File: config.mk
export PLATFORM = sky130hd
export DESIGN_NAME = exec_sequencer
export DESIGN_NICKNAME = d
export VERILOG_FILES = /design/src/rtl/exec_sequencer.sv
export SDC_FILE = /design/constraint.sdc
export NUM_CORES = 1
export LEC_CHECK = 0
export ABC_AREA = 1
export BUFFER_PORTS_ARGS = -buffer_cell sky130_fd_sc_hd__buf_2
export CAP_MARGIN = 15
export CORE_ASPECT_RATIO = 0.5
export CORE_MARGIN = 3
export CORE_UTILIZATION = 30
export DETAILED_ROUTE_END_ITERATION = 16
export SYNTH_ARGS = -nofsm -noshare
export SYNTH_HDL_FRONTEND = slang
export SYNTH_SLANG_ARGS = --single-unit
File: constraint.sdc
create_clock -name clk -period 2 [get_ports clk]
set_input_delay 0.3 -clock clk [delete_from_list [all_inputs] [get_ports clk]]
set_output_delay 0.3 -clock clk [all_outputs]
set_load 0.005 [all_outputs]
File: src/rtl/exec_sequencer.sv
// Multi-cycle control sequencer for the core datapath: fetch over a req/rdy handshake,
// then decode, execute and write back one instruction at a time; halts on ebreak, illegal or fetch timeout.
module exec_sequencer #(
  parameter int          TIMEOUT = 16,
  parameter int          CNT_W   = 32,
  parameter logic [31:0] EBREAK  = 32'h00100073
) (
  input  logic             clk,
  input  logic             rst,
  input  logic             start,
  input  logic             stop,
  output logic             imem_req,
  input  logic             imem_rdy,
  input  logic [31:0]      imem_rdata,
  output logic [31:0]      inst_q,
  input  logic             dec_wen,
  input  logic             dec_illegal,
  output logic             rf_wen,
  output logic             pc_en,
  output logic             busy,
  output logic             halted,
  output logic [1:0]       err_code,
  output logic [CNT_W-1:0] retired_cnt
);

  localparam int                TCNT_W    = $clog2(TIMEOUT);
  localparam logic [TCNT_W-1:0] TCNT_LAST = TCNT_W'(TIMEOUT - 1);

  localparam logic [1:0] ERR_NONE    = 2'b00;
  localparam logic [1:0] ERR_ILLEGAL = 2'b01;
  localparam logic [1:0] ERR_TIMEOUT = 2'b10;

  typedef enum logic [2:0] {
    S_IDLE,
    S_FETCH,
    S_DECODE,
    S_EXEC,
    S_WB,
    S_HALT
  } state_t;

  state_t             state_reg, state_next;
  logic [31:0]        inst_reg, inst_next;
  logic [TCNT_W-1:0]  tcnt_reg, tcnt_next;
  logic [1:0]         err_reg, err_next;
  logic [CNT_W-1:0]   cnt_reg, cnt_next;

  always_ff @(posedge clk or posedge rst) begin
    if (rst) begin
      state_reg <= S_IDLE;
      inst_reg  <= '0;
      tcnt_reg  <= '0;
      err_reg   <= ERR_NONE;
      cnt_reg   <= '0;
    end else begin
      state_reg <= state_next;
      inst_reg  <= inst_next;
      tcnt_reg  <= tcnt_next;
      err_reg   <= err_next;
      cnt_reg   <= cnt_next;
    end
  end

  always_comb begin
    state_next = state_reg;
    inst_next  = inst_reg;
    tcnt_next  = tcnt_reg;
    err_next   = err_reg;
    cnt_next   = cnt_reg;
    case (state_reg)
      S_IDLE: begin
        if (start) state_next = S_FETCH;
      end
      S_FETCH: begin
        // A response arriving on the last allowed cycle still wins over the timeout.
        if (imem_rdy) begin
          inst_next  = imem_rdata;
          tcnt_next  = '0;
          state_next = S_DECODE;
        end else if (tcnt_reg == TCNT_LAST) begin
          tcnt_next  = '0;
          err_next   = ERR_TIMEOUT;
          state_next = S_HALT;
        end else begin
          tcnt_next = tcnt_reg + TCNT_W'(1);
        end
      end
      S_DECODE: begin
        if (inst_reg == EBREAK) begin
          err_next   = ERR_NONE;
          state_next = S_HALT;
        end else if (dec_illegal) begin
          err_next   = ERR_ILLEGAL;
          state_next = S_HALT;
        end else begin
          state_next = S_EXEC;
        end
      end
      S_EXEC: begin
        state_next = S_WB;
      end
      S_WB: begin
        cnt_next   = cnt_reg + CNT_W'(1);
        state_next = stop ? S_IDLE : S_FETCH;
      end
      S_HALT: begin
        state_next = S_HALT;
      end
      default: begin
        state_next = S_IDLE;
      end
    endcase
  end

  // Moore outputs; rf_wen additionally suppresses writes to x0.
  assign imem_req    = (state_reg == S_FETCH);
  assign pc_en       = (state_reg == S_WB);
  assign rf_wen      = (state_reg == S_WB) && dec_wen && (inst_reg[11:7] != 5'd0);
  assign busy        = (state_reg != S_IDLE) && (state_reg != S_HALT);
  assign halted      = (state_reg == S_HALT);
  assign inst_q      = inst_reg;
  assign err_code    = err_reg;
  assign retired_cnt = cnt_reg;

endmodule
==> impl_metrics.env, run 1 <==
export IMPL_outcome="completed"
export IMPL_dieArea_um2=13290
export IMPL_p_comb_share_pct=31.2
export IMPL_core_rowCount=27
export IMPL_critPathSlowestCell="dfrtp_1"
export IMPL_place_hpwl_mm=6.478
export IMPL_grt_pass1_vias=2957
export IMPL_p_clk_share_pct=27.5
export IMPL_clock_latency_ps=330
export IMPL_cts_tree="built"
export IMPL_finalSetupViolations=0
export IMPL_yosys_area_top_type="dfrtp_1"
export IMPL_irDropWorstVdd_mv=0.4787
export IMPL_worst_pin_slew_ps=518.2
export IMPL_hold_viol=0
export IMPL_syn_to_final_growth_pct=28.88
export IMPL_ioPinCount=110
export IMPL_synthAdderAreaFrac_pct=0.7027
export IMPL_cp_end_kind="primary output"
export IMPL_num_fill_cells=1185
export IMPL_cp_max_fo=10
export IMPL_p_int_w=0.003472
export IMPL_slowest_delay_ps=390
export IMPL_rsz0062_at_grt="false"
export IMPL_finalMaxSlewViolations=0
export IMPL_fin_setup_tns_ps=0
export IMPL_postRouteAntennaNets=0
export IMPL_cts_sinks=73
export IMPL_wl_mm=8.438
export IMPL_post_cts_resized=0
export IMPL_antenna_found_initial=1
export IMPL_synth_top_family_by_area="simple AND/OR/NAND/NOR gates"
export IMPL_dpl_cell_area_um2=4323
export IMPL_cts_setup_buffers=0
export IMPL_synth_cell_type_count=30
export IMPL_yosys_area_share_simple_pct=26.04
export IMPL_hp_class="input port to asynchronous set/reset pin"
export IMPL_dr_pass1_iters=4
export IMPL_synth_xor_area_share_pct=7.133
export IMPL_fin_skew_ps=5.270
export IMPL_synth_cells=411
export IMPL_initial_core_util_pct=31.56
export IMPL_syn_area_um2=3561
export IMPL_synth_nets=452
export IMPL_fin_nets=571
export IMPL_grt_usage_pct=13.55
export IMPL_fin_crit_sh_pct=90.96
export IMPL_critPathLaunchType="register"
export IMPL_layout_commonest_cell="buf_2"
export IMPL_die_x_um=160.1
export IMPL_postCtsHoldBufs=0
export IMPL_numPortBuffers=109
export IMPL_p_seq_share_pct=41.2
export IMPL_power_switching_w=0.001779
export IMPL_vias=2987
export IMPL_synthMuxAreaShare_pct=2.108
export IMPL_synth_compound_area_share_pct=5.446
export IMPL_worst_slack_ps=180.7
export IMPL_cts_buffers=9
export IMPL_p_leak_nw=2.417
export IMPL_swShare_pct=33.87
export IMPL_seq_area_frac_synth_pct=51.30
export IMPL_critPathKind="register to primary output"
export IMPL_fp_coreArea_um2=11280
export IMPL_stdcell_area_um2=4589
export IMPL_p_total_w=0.005251
export IMPL_clock_path_buffers=2
export IMPL_grt_pass1_wl_mm=14.52
export IMPL_root_buffer="clkbuf_16"
export IMPL_die_y_um=83.04
export IMPL_vias_per_cell=4.310
export IMPL_grt_overflow_total=0
export IMPL_drive_gt1_share_pct=29.96
export IMPL_cts_clk_slew_worst_paths_ps=50
export IMPL_cp_cell_sequence="nor2_2 > nand2_4 > clkinvlp_4 > nand2_1 > a21oi_1 > buf_2"
export IMPL_drt_iter0_markers=117
export IMPL_postLayoutCoreUtil_pct=40.67
export IMPL_htreeDepth=3
export IMPL_synthTopCellsByArea="dfrtp_1 51%, nand2_1 9.7%, nor2_1 6.4%"
export IMPL_yosys_register_bits=73
export IMPL_yosysWarnings=0
export IMPL_min_period_ps=1819
export IMPL_yosysTopAreaCellShare_pct=51.30
export IMPL_wl_per_cell_um=12.18
export IMPL_timing_max_cap_violations=0
export IMPL_grt_max_degree=49
export IMPL_preCtsSetupSlack_ps=333.6
export IMPL_route_detailed_drc=0
export IMPL_n_antenna_cell=0
export IMPL_synth_avg_cell_area_um2=8.664
export IMPL_mostFrequentLayoutCells="109 x buf_2, 92 x nand2_1, 73 x dfrtp_1"
export IMPL_fmax_mhz=549.7
export IMPL_slew_headroom_pct=65.33
export IMPL_power_density_nw_per_um2=1144
export IMPL_crit_arrival_ps=1520
export IMPL_routabilityCongestion=0.7586
export IMPL_crit_required_ps=1700
area by class of cell:
class	instances	area, µm²	share of cell area (%)
tap	159	198.9	4.335
clock inverter	4	20.02	0.4362
inverter	56	217.7	4.744
sequential	73	1827	39.80
timing repair buffer	114	608.1	13.25
clock buffer	11	242.7	5.289
multi-input combinational	276	1475	32.14
worst paths after layout:
path / start / end / slack (ps) / depth (start not counted)
setup / recovery: state_reg[0]$_DFFE_PP0P_ / rf_wen / 180 / 6
hold / removal: rst / retired_cnt[6]$_DFFE_PP0N_ / 30 / 3
setup reg to reg: state_reg[0]$_DFFE_PP0P_ / inst_q[14]$_DFFE_PP0P_ / 350 / 8
hold reg to reg: retired_cnt[31]$_DFFE_PP0N_ / retired_cnt[31]$_DFFE_PP0N_ / 470 / 1
max in group asynchronous: rst / inst_q[22]$_DFFE_PP0P_ / 1660 / 3
min in group clk: imem_rdata[20] / inst_q[20]$_DFFE_PP0P_ / 200 / 2
kinds of logic after synthesis:
group | count (synthesis)
simple gates | 201
flops | 73
buf+inv | 62
compound gates | 38
xor+xnor | 29
mux | 6
fa+ha+maj | 2
worst max-delay path, delay by kind of cell, from the launching register on:
kind                   cells  cell delay [ps]
AOI/OAI and AO/OA          1              110
buffers and inverters      2              300
DFF                        1              390
and+or+nand+nor            3              400
through the flow:
step	instances	hold WS, ps
floorplan	411	448.5
global placement	678	400.1
detailed placement	678	401.2
CTS	693	42.72
global route	693	57.80
finish	693	32.76
cells in the mapped netlist:
| cell | count |
|---|---|
| a21oi_1 | 28 |
| a22o_1 | 1 |
| buf_2 | 3 |
| buf_6 | 3 |
| dfrtp_1 | 73 |
| ha_1 | 2 |
| inv_1 | 55 |
| inv_2 | 1 |
| mux2_2 | 4 |
| mux2_4 | 2 |
| nand2_1 | 92 |
| nand2_2 | 3 |
| nand2_4 | 2 |
| nand3_1 | 12 |
| nand3_2 | 2 |
| nand3_4 | 1 |
| nand4_1 | 4 |
| nor2_1 | 61 |
| nor2_2 | 8 |
| nor2_4 | 3 |
| nor2_8 | 1 |
| nor3_1 | 8 |
| nor3_2 | 1 |
| nor3_4 | 1 |
| nor3b_2 | 1 |
| nor4_1 | 1 |
| o21ai_0 | 8 |
| o21ai_1 | 1 |
| xnor2_1 | 8 |
| xor2_1 | 21 |
power by group through the flow:
stage	Combinational (W)	Sequential (W)	Clock, W
6_report	0.00164	0.00217	0.00145
5_1_grt	0.00188	0.00223	0.00157
4_1_cts	0.00168	0.00217	0.00150
3_5_place_dp	0.00167	0.00219	0
3_3_place_gp	0.00164	0.00218	0
2_1_floorplan	0.000961	0.00220	0
routing by layer:
layer	part of all wire, %	routed length [µm]	GRT usage (%)
met4	0.89	75	3.543
met5	0.083	7	0
met2	46	3887	21.70
met1	47	3934	17.18
met3	6.3	534	5.331
(Power assumes the default switching activity.)
==> run 2, diff against run 1 <==
BUFFER_PORTS_ARGS = default   (was -buffer_cell sky130_fd_sc_hd__buf_2)
DONT_BUFFER_PORTS = 1   (was default)
HOLD_SLACK_MARGIN = 0.06   (was default)
==> run 2 against run 1 <==
Global-route usage shrank 0.74 points; sequential share of layout area grew 4.6 points; first-iteration DRC count shrank 1.7%; design area shrank 10%; routed wire length shrank 1.2%; sequential power grew 6%; register-to-register slack lost 50 ps; worst setup slack lost 59 ps; flip-flop and latch count is the same; maximum frequency shrank 3.2%; clock power grew 15%; critical endpoint unchanged; largest power group unchanged; highest routed layer is now met4.
==> impl_metrics.env, run 2 (synthesis gave the netlist of run 1 again) <==
export IMPL_critPathLaunchType="register"
export IMPL_min_period_ps=1878
export IMPL_finalMaxSlewViolations=0
export IMPL_num_fill_cells=1166
export IMPL_wl_mm=8.335
export IMPL_irDropWorstVdd_mv=0.4944
export IMPL_fp_coreArea_um2=11280
export IMPL_antenna_found_initial=0
export IMPL_cp_max_fo=10
export IMPL_vias_per_cell=4.371
export IMPL_cts_buffers=9
export IMPL_crit_arrival_ps=1580
export IMPL_r2r_start="retired_cnt[1]$_DFFE_PP0N_"
export IMPL_swShare_pct=33.46
export IMPL_p_seq_share_pct=44.7
export IMPL_hp_start="imem_rdata[20]"
export IMPL_fin_nets=465
export IMPL_fin_hold_ws_ps=113.5
export IMPL_place_hpwl_mm=6.353
export IMPL_outcome="completed"
export IMPL_worst_pin_slew_ps=819.2
export IMPL_layout_commonest_cell="nand2_1"
export IMPL_dpl_cell_area_um2=3792
export IMPL_clock_latency_ps=330
export IMPL_finalSetupViolations=0
export IMPL_min_to="inst_q[20]$_DFFE_PP0P_"
export IMPL_timing_max_cap_violations=0
export IMPL_reg2reg_depth=9
export IMPL_cts_sinks=73
export IMPL_route_detailed_drc=0
export IMPL_power_switching_w=0.001714
export IMPL_critPathKind="register to primary output"
export IMPL_wl_per_cell_um=14.18
export IMPL_ioPinCount=110
export IMPL_cts_clk_slew_worst_paths_ps=60
export IMPL_fin_crit_sh_pct=93.92
export IMPL_slew_headroom_pct=45.27
export IMPL_die_y_um=83.04
export IMPL_postRouteAntennaNets=0
export IMPL_grt_pass1_wl_mm=13.37
export IMPL_dieArea_um2=13290
export IMPL_root_buffer="clkbuf_16"
export IMPL_fmax_mhz=532.3
export IMPL_n_antenna_cell=0
export IMPL_dp_cells=571
export IMPL_stdcell_count=588
export IMPL_fin_setup_tns_ps=0
export IMPL_dr_pass1_iters=4
export IMPL_die_x_um=160.1
export IMPL_mostFrequentLayoutCells="92 x nand2_1, 73 x dfrtp_1, 61 x nor2_1"
export IMPL_cp_end_kind="primary output"
export IMPL_final_seq_area_um2=1827
export IMPL_p_comb_share_pct=22.7
export IMPL_drive_gt1_share_pct=12.12
export IMPL_cts_tree="built"
export IMPL_grt_overflow_total=0
export IMPL_initial_core_util_pct=31.56
export IMPL_r2r_slack_ps=300
export IMPL_multiInputGateArea_um2=1475
export IMPL_grt_max_degree=36
export IMPL_routabilityCongestion=0.7765
export IMPL_whs_path_depth=1
export IMPL_htreeDepth=3
export IMPL_drt_iter0_markers=115
export IMPL_numPortBuffers=0
export IMPL_hold_viol=0
export IMPL_r2r_end="retired_cnt[26]$_DFFE_PP0N_"
export IMPL_stdcell_area_um2=4111
export IMPL_grt_pass1_vias=2551
export IMPL_rsz0062_at_grt="false"
export IMPL_cts_setup_buffers=0
export IMPL_syn_to_final_growth_pct=15.46
export IMPL_core_rowCount=27
export IMPL_p_clk_share_pct=32.6
export IMPL_power_density_nw_per_um2=1246
export IMPL_fin_skew_ps=7.979
export IMPL_grt_usage_pct=12.81
export IMPL_crit_required_ps=1700
export IMPL_hp_class="input port to register"
export IMPL_p_leak_nw=1.988
export IMPL_p_int_w=0.003408
export IMPL_clock_path_buffers=2
export IMPL_vias=2570
-- run 2: cell types whose count changed in the layout (fill, tap and decap cells not counted), sizes merged --
cell / previous run / this run
clkbuf: 11 / 14
buf: 114 / 7
bufinv: 0 / 1
inv: 54 / 55
clkinv: 4 / 1
dlygate4sd3: 0 / 1
clkinvlp: 2 / 1
-- run 2: worst max path at each step --
| stage | endpoint | start | cells past startpoint |
|---|---|---|---|
| final | rf_wen | state_reg[0]$_DFFE_PP0P_ | 5 |
| after CTS | rf_wen | state_reg[0]$_DFFE_PP0P_ | 5 |
| after detailed placement | retired_cnt[26]$_DFFE_PP0N_ | retired_cnt[1]$_DFFE_PP0N_ | 9 |
| after floorplan | retired_cnt[26]$_DFFE_PP0N_ | retired_cnt[0]$_DFFE_PP0N_ | 9 |
| after global routing | rf_wen | state_reg[0]$_DFFE_PP0P_ | 5 |
| after global placement | retired_cnt[25]$_DFFE_PP0N_ | state_reg[0]$_DFFE_PP0P_ | 8 |
-- run 2: what timing repair did --
| action | CTS | global route |
|---|---|---|
| hold endpoints to repair | 32 | 0 |
| hold buffers | 1 | 0 |
| resized for setup | 0 | 0 |
-- run 2: stage by stage --
stage	setup WS (ps)	power [W]	utilization, %
6_report	121.5	0.005122	36.44
5_1_grt	1.311	0.005472	36.44
4_1_cts	73.36	0.005220	36.44
3_5_place_dp	269.8	0.003509	33.61
3_3_place_gp	277.0	0.003460	33.61
2_1_floorplan	522.4	0.003165	-
-- run 2: worst max-delay path, cell delays in order (launching register included) --
cell and delay [ps]:
dfrtp_1 400, nor2_2 180, nand2_4 150, inv_1 260, nand2_1 90, a21oi_1 170
-- run 2: power by group through the flow --
stage / Sequential, W / Combinational, W / Clock [W]
4_1_cts: 0.00231 / 0.00119 / 0.00173
2_1_floorplan: 0.00220 / 0.000961 / 0
6_report: 0.00229 / 0.00116 / 0.00167
5_1_grt: 0.00235 / 0.00135 / 0.00178
3_5_place_dp: 0.00233 / 0.00118 / 0
3_3_place_gp: 0.00232 / 0.00114 / 0
-- run 2: per-layer routing --
layer	GRT usage, %	share of wire [%]
met3	6.228	8.7
met2	20.97	47
met5	0	0
met4	4.252	1.3
met1	14.78	43
-- run 2: layout make-up --
type	instances	area share (%)
clock buffer	14	6.665
clock inverter	2	0.8521
inverter	56	5.204
multi-input combinational	276	35.88
sequential	73	44.43
tap	159	4.839
timing repair buffer	8	2.130
